### src/rtl/apb_alu_engine.sv
// APB3 slave around a multi-cycle ALU: registered PREADY (one wait state), byte strobes,
// start/busy/done handshake, shift-add multiplier, PSLVERR on illegal accesses, maskable IRQ.
module apb_alu_engine #(
  parameter int DATA_W = 16,
  parameter int ADDR_W = 4
) (
  input  logic        PCLK,
  input  logic        PRESETn,
  input  logic        PSEL,
  input  logic        PENABLE,
  input  logic        PWRITE,
  input  logic [31:0] PADDR,
  input  logic [3:0]  PSTRB,
  input  logic [31:0] PWDATA,
  output logic [31:0] PRDATA,
  output logic        PREADY,
  output logic        PSLVERR,
  output logic        IRQ,
  output logic        BUSY
);

  localparam int CNT_W = (DATA_W > 1) ? $clog2(DATA_W) : 1;

  typedef enum logic [1:0] {IDLE = 2'd0, EXEC = 2'd1, MUL = 2'd2} state_t;

  state_t                state_reg, state_next;
  logic [DATA_W-1:0]     a_reg, b_reg;
  logic [3:0]            op_reg;
  logic                  ie_reg;
  logic [31:0]           result_reg;
  logic                  done_reg, err_reg;
  logic [2*DATA_W-1:0]   opa_reg, acc_reg, acc_next;
  logic [DATA_W-1:0]     opb_reg;
  logic [3:0]            lop_reg;
  logic [CNT_W-1:0]      cnt_reg;
  logic                  pready_reg, pslverr_reg;
  logic [31:0]           prdata_reg;

  logic [ADDR_W-3:0]     word;
  logic                  sel_opnd, sel_ctrl, sel_result, sel_status;
  logic                  access, busy, err_cond, wr_ok, start_go, mul_last;
  logic [31:0]           opnd_cur, opnd_new, ctrl_cur, ctrl_new, rd_data, exec_res;
  logic [3:0]            op_new;
  logic [DATA_W:0]       sum_w, diff_w;
  logic                  unused_bits;

  assign word       = PADDR[ADDR_W-1:2];
  assign sel_opnd   = (word == (ADDR_W-2)'(0));
  assign sel_ctrl   = (word == (ADDR_W-2)'(1));
  assign sel_result = (word == (ADDR_W-2)'(2));
  assign sel_status = (word == (ADDR_W-2)'(3));

  // Access phase is acted on only once; the registered PREADY masks the second cycle.
  assign access   = PSEL & PENABLE & ~pready_reg;
  assign busy     = (state_reg != IDLE);
  assign err_cond = (PADDR[1:0] != 2'b00) | (PWRITE & sel_result) |
                    (PWRITE & busy & (sel_opnd | sel_ctrl));
  assign wr_ok    = access & PWRITE & ~err_cond;
  assign start_go = wr_ok & sel_ctrl & PSTRB[1] & PWDATA[8];
  assign op_new   = ctrl_new[3:0];
  assign mul_last = (cnt_reg == CNT_W'(DATA_W - 1));

  always_comb begin
    opnd_cur = '0;
    opnd_cur[DATA_W-1:0]  = a_reg;
    opnd_cur[16+:DATA_W]  = b_reg;
  end
  assign ctrl_cur = {27'b0, ie_reg, op_reg};

  genvar gi;
  generate
    for (gi = 0; gi < 4; gi++) begin : g_lane
      assign opnd_new[8*gi+:8] = PSTRB[gi] ? PWDATA[8*gi+:8] : opnd_cur[8*gi+:8];
      assign ctrl_new[8*gi+:8] = PSTRB[gi] ? PWDATA[8*gi+:8] : ctrl_cur[8*gi+:8];
    end
  endgenerate

  always_comb begin
    sum_w  = {1'b0, opa_reg[DATA_W-1:0]} + {1'b0, opb_reg};
    diff_w = {1'b0, opa_reg[DATA_W-1:0]} - {1'b0, opb_reg};
    case (lop_reg)
      4'd0:    exec_res = 32'(sum_w);
      4'd1:    exec_res = 32'(diff_w);
      4'd2:    exec_res = 32'(opa_reg[DATA_W-1:0] & opb_reg);
      4'd3:    exec_res = 32'(opa_reg[DATA_W-1:0] | opb_reg);
      4'd4:    exec_res = 32'(opa_reg[DATA_W-1:0] ^ opb_reg);
      default: exec_res = 32'b0;
    endcase
  end

  // Multiplicand shifts left and multiplier shifts right, so bit 0 always selects the addend.
  assign acc_next = acc_reg + (opb_reg[0] ? opa_reg : '0);

  always_comb begin
    rd_data = 32'b0;
    if (sel_opnd)   rd_data = opnd_cur;
    if (sel_ctrl)   rd_data = ctrl_cur;
    if (sel_result) rd_data = result_reg;
    if (sel_status) rd_data = {29'b0, err_reg, done_reg, busy};
  end

  always_comb begin
    state_next = state_reg;
    case (state_reg)
      IDLE: if (start_go && op_new <= 4'd5) state_next = (op_new == 4'd5) ? MUL : EXEC;
      EXEC: state_next = IDLE;
      MUL:  if (mul_last) state_next = IDLE;
      default: state_next = IDLE;
    endcase
  end

  always_ff @(posedge PCLK or negedge PRESETn) begin
    if (!PRESETn) begin
      state_reg   <= IDLE;
      a_reg       <= '0;
      b_reg       <= '0;
      op_reg      <= '0;
      ie_reg      <= 1'b0;
      result_reg  <= '0;
      done_reg    <= 1'b0;
      err_reg     <= 1'b0;
      opa_reg     <= '0;
      opb_reg     <= '0;
      acc_reg     <= '0;
      lop_reg     <= '0;
      cnt_reg     <= '0;
      pready_reg  <= 1'b0;
      pslverr_reg <= 1'b0;
      prdata_reg  <= '0;
    end else begin
      state_reg   <= state_next;
      pready_reg  <= access;
      pslverr_reg <= access & err_cond;
      if (access && !PWRITE && !err_cond) prdata_reg <= rd_data;
      if (wr_ok && sel_opnd) begin
        a_reg <= opnd_new[DATA_W-1:0];
        b_reg <= opnd_new[16+:DATA_W];
      end
      if (wr_ok && sel_ctrl) begin
        op_reg <= ctrl_new[3:0];
        ie_reg <= ctrl_new[4];
      end
      if (wr_ok && sel_status && PWDATA[1]) begin
        done_reg <= 1'b0;
        err_reg  <= 1'b0;
      end
      if (start_go) begin
        opa_reg  <= (2*DATA_W)'(a_reg);
        opb_reg  <= b_reg;
        lop_reg  <= op_new;
        acc_reg  <= '0;
        cnt_reg  <= '0;
        done_reg <= 1'b0;
        err_reg  <= 1'b0;
        if (op_new > 4'd5) begin
          done_reg   <= 1'b1;
          err_reg    <= 1'b1;
          result_reg <= '0;
        end
      end
      // Completion is assigned last so it overrides a same-edge W1C of DONE.
      case (state_reg)
        EXEC: begin
          result_reg <= exec_res;
          done_reg   <= 1'b1;
        end
        MUL: begin
          acc_reg <= acc_next;
          opa_reg <= opa_reg << 1;
          opb_reg <= opb_reg >> 1;
          cnt_reg <= cnt_reg + 1'b1;
          if (mul_last) begin
            result_reg <= 32'(acc_next);
            done_reg   <= 1'b1;
          end
        end
        default: ;
      endcase
    end
  end

  assign PRDATA  = prdata_reg;
  assign PREADY  = pready_reg;
  assign PSLVERR = pslverr_reg;
  assign BUSY    = busy;
  assign IRQ     = done_reg & ie_reg;

  assign unused_bits = ^{PADDR[31:ADDR_W], opnd_new, ctrl_new[31:5]};

endmodule

### config.mk
export PLATFORM = sky130hd
export DESIGN_NAME = apb_alu_engine
export DESIGN_NICKNAME = d
export VERILOG_FILES = /design/src/rtl/apb_alu_engine.sv
export SDC_FILE = /design/constraint.sdc
export NUM_CORES = 1
export LEC_CHECK = 0
export CORE_UTILIZATION = 59
export DETAILED_ROUTE_END_ITERATION = 10
export PLACE_DENSITY = 0.81
export REMOVE_ABC_BUFFERS = 1
export SYNTH_ARGS = -nofsm -noshare
export SYNTH_HDL_FRONTEND = slang
export SYNTH_SLANG_ARGS = --single-unit
### constraint.sdc
create_clock -name PCLK -period 4.85 [get_ports PCLK]
set_clock_uncertainty 0.1 [all_clocks]
set_input_delay 0.7275 -clock PCLK [delete_from_list [all_inputs] [get_ports PCLK]]
set_output_delay 0.7275 -clock PCLK [all_outputs]
set_load 0.01 [all_outputs]
---- After elaboration in Yosys (flattened, before gate mapping) ----
Index checks and enable logic that the tools add are counted.
operators by class
  add/subtract/negate cells ............... 4
  $mul .................................... 0
  div/mod/pow operators ................... 0
  $lt $le $gt $ge ......................... 2
  equal/unequal tests ..................... 13
  shifts and indexed selects .............. 0
  multiplexer cells ....................... 30
  bitwise gates (word level) .............. 20
  reductions and logical operators ........ 22
operator list
  kind                   number
  $mux W32               12
  $pmux W17 S5           1
  $pmux W32 S2           1
  $add A32 B32 Y32       1
  $mux W16               2
  $add A16 B16 Y17       1
  $sub A16 B16 Y17       1
  $and A16 B16 Y16       1
  $or A16 B16 Y16        1
  $xor A16 B16 Y16       1
  $and A1 B1 Y1          12
  $mux W4                3
  $reduce_and A2 Y1      6
  $eq A4 B2 Y1 const B   2
  $eq A4 B3 Y1 const B   2
  $reduce_bool A2 Y1     4
  $logic_and A1 B1 Y1    7
  $eq A2 B2 Y1 const B   3
  $mux W1                6
  $mux W2                3
  $add A4 B1 Y4 const B  1
  $eq A2 B1 Y1 const B   2
  $eq A4 B1 Y1 const B   1
  $eq A4 B4 Y1 const B   1
  other kinds (10)       16
storage, ports and cells
  flip-flop bits (word level) ............. 195
  latch bits .............................. 0
  bits in writable memories ............... 0
  ROM bits ................................ 0
  input bits .............................. 73
  output and inout port bits .............. 36
  logic and storage cells ................. 109
  memories kept ........................... 0

---- Longest topological paths before layout ----
Gate-level depths: netlist of the first run.
  word-level depth ........................ 12
  gate-level depth with buffers ........... 17
  gate-level depth less buffers ........... 15

---- Worst setup path before layout of the first run ----
No wires, ideal clock.
  kind .................................... register -> register
  start ................................... reg opb_reg[0]
  end ..................................... reg result_reg[16]
  setup time .............................. 0.127 ns
  arrival time ............................ 3.348 ns
  required time ........................... 4.623 ns
  setup slack ............................. 1.275 ns
  stages on the path, launching flop included .. 18
  path buffers ............................ 2
  period minus slack after synthesis ...... 3.575 ns
  cells stage by stage .................... dfrtp_1 > clkbuf_1 > inv_1 > clkbuf_1 > ha_1 > nand3_1 > nor2_1 > a21oi_1 > xnor2_1 > ha_1 > o21ai_0 > nand2b_1 > and3_1 > a221o_1 > a31oi_1 > o21ai_1 > xnor2_1 > o21ai_1
on the way
  word-level cells in the longest chain between the ends .. 4
  elaborated cells on any way between the ends .. 7
  classes of those cells .................. 3 x add/sub; 4 x mux
ends and longest elaborated chain
  element                 line  RTL
  from (decl)             33    logic [DATA_W-1:0] opb_reg;
  from (signal assigned)  149   opb_reg <= b_reg;
  from (signal assigned)  170   opb_reg <= opb_reg >> 1;
  $mux W32                92    assign acc_next = acc_reg + (opb_reg[0] ? opa_reg : '0);
  $add A32 B32 Y32        92
  $mux W32                172   if (mul_last) begin
  $pmux W32 S2 *          162   case (state_reg)
  to (signal assigned)    164   result_reg <= exec_res;
  to (signal assigned)    173   result_reg <= 32'(acc_next);
  to (decl)               30    logic [31:0] result_reg;
Every way passes the cells marked *; elsewhere a longest branch is shown, timed or not.
A chain may end at the register's enable or synchronous reset.

---- Final worst setup path of the first run ----
  start ................................... reg lop_reg[1]
  end ..................................... reg result_reg[13]
on the way
  word-level cells in the longest chain between the ends .. 3
  elaborated cells on any way between the ends .. 7
  classes of those cells .................. 4 x eq/ne; 2 x mux; 1 x reduce/logical
ends and longest elaborated chain
  element                                     line  RTL
  from (decl)                                 34    logic [3:0] lop_reg;
  from (signal assigned)                      150   lop_reg <= op_new;
  $eq A4 B3 Y1, or another cell as far along  81    case (lop_reg)
  $pmux W17 S5 *                              81
  $pmux W32 S2 *                              162
Marks and branches as above.

==> results of run 1 <==
## layout by cell type (no fill, tap or decap), types with 21 or more instances in the layout
| master | count |
|---|---|
| a22o_1 | 21 |
| a21oi_1 | 58 |
| nand3_1 | 21 |
| nand2_1 | 197 |
| mux2i_1 | 65 |
| clkdlybuf4s50_1 | 78 |
| mux2_2 | 39 |
| xnor2_1 | 38 |
| inv_1 | 48 |
| o31ai_1 | 32 |
| nor2_1 | 55 |
| dfrtp_1 | 195 |
| a21o_1 | 24 |
| o21ai_0 | 110 |
| ha_1 | 83 |
## logic make-up after synthesis
group	Yosys count
AO/OA/AOI/OAI	357
adder cells (fa/ha/maj)	86
AND/OR/NAND/NOR	373
XOR/XNOR	53
buffers and inverters	118
multiplexers	107
flip-flops	195
## layout make-up
class / count / area, um^2 / area share (%)
multi-input combinational: 976 / 6790 / 49.6
sequential: 195 / 4880 / 35.7
timing repair buffer: 96 / 920 / 6.72
clock buffer: 19 / 443 / 3.24
tap: 270 / 338 / 2.47
inverter: 48 / 180 / 1.32
clock inverter: 12 / 130 / 0.952
## layer usage
metal  wire, um  part of all wire, %
met2      14800                   46
met1      14100                   44
met3       2550                  7.9
met5          0                    0
met4        658                  2.0
## stage by stage
step / total power (W) / TNS, ns / instances / worst slack, ns
after floorplan: 0.00334 / -0.764 / 1219 / -0.451
after global placement: 0.00391 / 0 / 1585 / 0.992
after detailed placement: 0.00396 / 0 / 1585 / 0.914
after CTS: 0.00538 / 0 / 1616 / 0.896
after global routing: 0.00571 / 0 / 1616 / 0.556
final: 0.00539 / 0 / 1616 / 0.849
## where the power goes
| group | internal [W] | switching, W |
|---|---|---|
| clock | 0.000774 | 0.000634 |
| combinational | 0.000802 | 0.00115 |
| sequential | 0.00182 | 0.000212 |
## final timing paths
check / from / end / slack (ns) / cells past startpoint
hold / removal: PRESETn / PRDATA[29]$_DFFE_PN0P_ / 0.30 / 1
hold reg to reg: PRDATA[14]$_DFFE_PN0P_ / PRDATA[14]$_DFFE_PN0P_ / 0.38 / 2
min in group PCLK: PRDATA[14]$_DFFE_PN0P_ / PRDATA[14]$_DFFE_PN0P_ / 0.38 / 2
setup / recovery: lop_reg[1]$_DFFE_PN0P_ / result_reg[13]$_DFF_PN0_ / 0.85 / 14
setup reg to reg: lop_reg[1]$_DFFE_PN0P_ / result_reg[13]$_DFF_PN0_ / 0.85 / 14
max in group asynchronous: PRESETn / opa_reg[18]$_DFFE_PN0P_ / 3.25 / 2
## worst max-delay path, stage by stage (launching register included)
cell	delay (ns)
dfrtp_1	0.44
nor3_1	0.23
buf_4	0.27
and2_1	0.45
a31oi_1	0.10
xnor2_1	0.15
ha_1	0.36
and3_1	0.21
a21oi_2	0.18
a31oi_4	0.14
a21oi_1	0.32
a2111oi_0	0.17
a31o_2	0.27
a2111oi_2	0.36
o22ai_1	0.12
==> flow_metrics.env, run 1 <==
export IMPL_grt_use_total_pct=31.5
export IMPL_gp_congestion=0.955
export IMPL_vias=10100
export IMPL_synth_compound_area_share_pct=19.4
export IMPL_tightest_slew_ns=1.31
export IMPL_cp_end_kind="flip-flop"
export IMPL_synth_top_family_by_area="compound AO/OA/AOI/OAI gates"
export IMPL_synth_most_common_cell="nand2_1"
export IMPL_netlist_area_um2=12100
export IMPL_critPathLaunchType="flip-flop"
export IMPL_worstPathArrival_ns=4.20
export IMPL_worstPathMaxFanout=16
export IMPL_fin_crit_sh_pct=82.5
export IMPL_numCtsBuffers=17
export IMPL_final_core_util_pct=67.8
export IMPL_grt_use_met2_pct=49.5
export IMPL_synthCells=1289
export IMPL_synth_edf_count=0
export IMPL_gr_usage_met1_pct=43.1
export IMPL_root_buffer="clkbuf_16"
export IMPL_clockBufferDepth=2
export IMPL_rsz0062_at_grt="no"
export IMPL_viasPerCell=6.23
export IMPL_fin_nets=1493
export IMPL_syn_area_per_cell_um2=9.41
export IMPL_grt_pass1_vias=9878
export IMPL_post_drt_wl_per_cell_um=19.9
export IMPL_ant_nets=0
export IMPL_antenna_found_initial=0
export IMPL_cts_tree="built"
export IMPL_drc=0
export IMPL_synth_flop_cell="dfrtp_1"
export IMPL_areaGrowthSynthToFinish_pct=12.8
export IMPL_vdd_ir_drop_max_mv=0.254
export IMPL_cts_hold_buf=0
export IMPL_clk_latency_ns=0.43
export IMPL_cts_sinks=195
export IMPL_finalSetupViolCount=0
export IMPL_fillCellCount=1573
export IMPL_worstSetupPathType="reg -> reg"
export IMPL_top_usage_layer="met2"
export IMPL_postCtsSetupBuffers=0
export IMPL_synthArstFlopShare_pct=100
export IMPL_ys_warn_count=0
export IMPL_use_met3_pct=8.34
export IMPL_cellPowerDensity_nw_per_um2=394
export IMPL_firstDrtPassIters=5
export IMPL_io_buffers=80
export IMPL_initialDrtViolationCount=758
export IMPL_yosysTopAreaCell="dfrtp_1"
export IMPL_die_area_um2=21100
export IMPL_yosysTopAreaCellShare_pct=40.2
export IMPL_diodes=0
export IMPL_fmax_mhz=250
export IMPL_grt_max_degree=115
export IMPL_relSlewSlack_pct=12.5
export IMPL_place_area_um2=13100
export IMPL_synthMuxAreaShare_pct=9.54
export IMPL_status="finished, final reports clean"
export IMPL_overflow=0
export IMPL_dieHeight_um=145
export IMPL_yosys_area_share_adder_pct=9.00
export IMPL_dp_hpwl_um=23100
export IMPL_fin_crit_ns=4.00
export IMPL_grt_pass1_wl_um=52400
export IMPL_initial_core_util_pct=60.1
export IMPL_yosys_area_share_simple_pct=13.9
export IMPL_seq_area_frac_synth_pct=40.2
export IMPL_path_clk_slew_ns=0.07
export IMPL_final_hold_violation_count=0
export IMPL_stdcell_area_um2=13700
export IMPL_layout_drive_gt1_share_pct=8.47
export IMPL_num_rows=52
export IMPL_synth_cell_types=73
export IMPL_finalMaxSlewViolations=0
export IMPL_io_pins=109
export IMPL_synthXorXnorAreaFrac_pct=3.83
export IMPL_cp_required_ns=5.05
export IMPL_yosys_top_cells_count="nand2_1, dfrtp_1, o21ai_0"
export IMPL_ys_seq_elements=195
export IMPL_cts_resized_gates=0
export IMPL_synth_area_leaders="dfrtp_1, ha_1, nand2_1, mux2i_1, o21ai_0"
export IMPL_hold_class="in -> async"
export IMPL_max_cap_viol_count=0
export IMPL_routed_wl_um=32200
export IMPL_htree_levels=4
export IMPL_core_um2=20200
export IMPL_p_leak_nw=6.17
export IMPL_die_w_um=145
export IMPL_holdWs_ns=0.304
(Power assumes the default switching activity.)
==> inputs of run 2 (changes only) <==
==> constraint.sdc (replaced) <==
create_clock -name PCLK -period 4.1 [get_ports PCLK]
set_clock_uncertainty 0.1 [all_clocks]
set_input_delay 0.615 -clock PCLK [delete_from_list [all_inputs] [get_ports PCLK]]
set_output_delay 0.615 -clock PCLK [all_outputs]
set_load 0.01 [all_outputs]
==> run 2 against run 1 <==
Against the previous run: critical path depth shrank 2; register-to-register slack lost 0.79 ns; power grew 21%; combinational power grew 20%; sequential share of layout area shrank 0.42 points; setup slack lost 0.79 ns; sequential power grew 19%; wire length grew 2.0%; clock power grew 25%; first-iteration DRC count grew 22%; critical path type unchanged.
==> flow_metrics.env, run 2 (synthesized netlist as in run 1, its figures left out) <==
export IMPL_status="finished, final reports clean"
export IMPL_overflow=0
export IMPL_dieHeight_um=145
export IMPL_worstSetupPathType="reg -> reg"
export IMPL_dp_hpwl_um=23400
export IMPL_routed_wl_um=32800
export IMPL_p_leak_nw=6.25
export IMPL_ant_nets=0
export IMPL_num_rows=52
export IMPL_gp_congestion=0.968
export IMPL_relSlewSlack_pct=33.0
export IMPL_grt_pass1_vias=9717
export IMPL_layout_commonest_cell="nand2_1"
export IMPL_root_buffer="clkbuf_16"
export IMPL_grt_max_degree=94
export IMPL_firstDrtPassIters=6
export IMPL_stdcell_area_um2=13800
export IMPL_final_hold_violation_count=0
export IMPL_grt_pass1_wl_um=52500
export IMPL_clk_latency_ns=0.44
export IMPL_hold_class="in -> async"
export IMPL_place_area_um2=13200
export IMPL_die_area_um2=21100
export IMPL_viasPerCell=6.27
export IMPL_p_comb_share_pct=35.9
export IMPL_cts_tree="built"
export IMPL_die_w_um=145
export IMPL_cp_end_kind="flip-flop"
export IMPL_max_cap_viol_count=0
export IMPL_vdd_ir_drop_max_mv=0.324
export IMPL_reg2reg_from="opb_reg[0]$_DFFE_PN0P_"
export IMPL_drc=0
export IMPL_critPathLaunchType="flip-flop"
export IMPL_power_total_w=0.00651
export IMPL_tightest_slew_ns=0.998
export IMPL_cellPowerDensity_nw_per_um2=471
export IMPL_layout_drive_gt1_share_pct=9.23
export IMPL_pwr_share_clk_pct=27.0
export IMPL_grt_use_total_pct=31.7
export IMPL_crit_start="opb_reg[0]$_DFFE_PN0P_"
export IMPL_diodes=0
export IMPL_cp_required_ns=4.30
export IMPL_htree_levels=4
export IMPL_fmax_mhz=247
export IMPL_initialDrtViolationCount=926
export IMPL_cts_sinks=195
export IMPL_final_cell_mix="nand2_1, dfrtp_1, o21ai_0, ha_1, clkdlybuf4s50_1"
export IMPL_initial_core_util_pct=60.1
export IMPL_fin_nets=1501
export IMPL_post_drt_wl_per_cell_um=20.2
export IMPL_vias=10200
export IMPL_worstPathArrival_ns=4.24
export IMPL_numCtsBuffers=17
export IMPL_cts_hold_buf=0
export IMPL_path_clk_slew_ns=0.08
export IMPL_clockBufferDepth=2
export IMPL_worstPathMaxFanout=12
export IMPL_io_buffers=80
export IMPL_final_core_util_pct=68.6
export IMPL_power_switching_w=0.00256
export IMPL_antenna_found_initial=1
export IMPL_seqPwrFrac_pct=37.1
export IMPL_cellInternalPower_w=0.00396
export IMPL_swShare_pct=39.2
export IMPL_areaGrowthSynthToFinish_pct=14.1
export IMPL_finalMaxSlewViolations=0
export IMPL_fin_crit_ns=4.04
export IMPL_fin_crit_sh_pct=98.6
export IMPL_rsz0062_at_grt="no"
export IMPL_io_pins=109
export IMPL_core_um2=20200
export IMPL_finalSetupViolCount=0
[run 2: worst paths after layout]
path | cells after the start | slack, ns | end
max in group asynchronous | 2 | 2.95 | opa_reg[18]$_DFFE_PN0P_
worst max register to register | 12 | 0.06 | result_reg[13]$_DFF_PN0_
min in group PCLK | 2 | 0.38 | PRDATA[11]$_DFFE_PN0P_
worst min-delay path | 1 | 0.14 | b_reg[12]$_DFFE_PN0P_
worst min register to register | 2 | 0.38 | PRDATA[11]$_DFFE_PN0P_
worst max-delay path | 12 | 0.06 | result_reg[13]$_DFF_PN0_
[run 2: power groups by stage]
| stage | registers, W | logic, W | clock network [W] |
|---|---|---|---|
| 2_1_floorplan | 0.00234 | 0.00161 | 0 |
| 3_3_place_gp | 0.00243 | 0.00222 | 0 |
| 3_5_place_dp | 0.00244 | 0.00227 | 0 |
| 4_1_cts | 0.00240 | 0.00229 | 0.00178 |
| 5_1_grt | 0.00243 | 0.00256 | 0.00186 |
| 6_report | 0.00241 | 0.00234 | 0.00176 |
[run 2: layout make-up]
class,instances,area (um^2)
Sequential cell,195,4880
Clock inverter,15,206
Multi-Input combinational cell,976,6790
Inverter,48,180
Fill cell,1549,6330
Timing Repair Buffer,104,1020
Clock buffer,17,425
Tap cell,270,338
[run 2: stage by stage]
step	setup slack, ns	setup TNS [ns]	std cells	hold WS (ns)
2_1_floorplan	-1.20	-23.66	1219	0.219
3_3_place_gp	0.355	0	1593	0.358
3_5_place_dp	0.265	0	1593	0.363
4_1_cts	0.193	0	1625	0.183
5_1_grt	0.0121	0	1625	0.202
6_report	0.0576	0	1625	0.138
[run 2: metal layers]
| metal | wire, um | GRT usage [%] | vias up |
|---|---|---|---|
| met3 | 2320 | 5.49 | 55 |
| met5 | 0 | 0 | - |
| li1 | - | - | 4740 |
| met2 | 15400 | 50.3 | 406 |
| met1 | 14300 | 44.2 | 4985 |
| met4 | 860 | 10.6 | 0 |
[run 2: critical path, stage by stage (launching register included)]
cell and delay [ns]:
dfrtp_1 0.77, inv_1 0.16, ha_1 0.34, mux2i_1 0.27, ha_1 0.29, nor2b_1 0.14
o2111ai_1 0.33, a31oi_4 0.19, a21oi_1 0.32, a2111oi_0 0.16, a31o_2 0.27, a2111oi_2 0.39
o22ai_1 0.16
[run 2: repair_timing]
item                                    4_1_cts  5_1_grt
endpoints found under the setup margin        0        1
setup buffers                                 0        0
resized for setup                             0        1
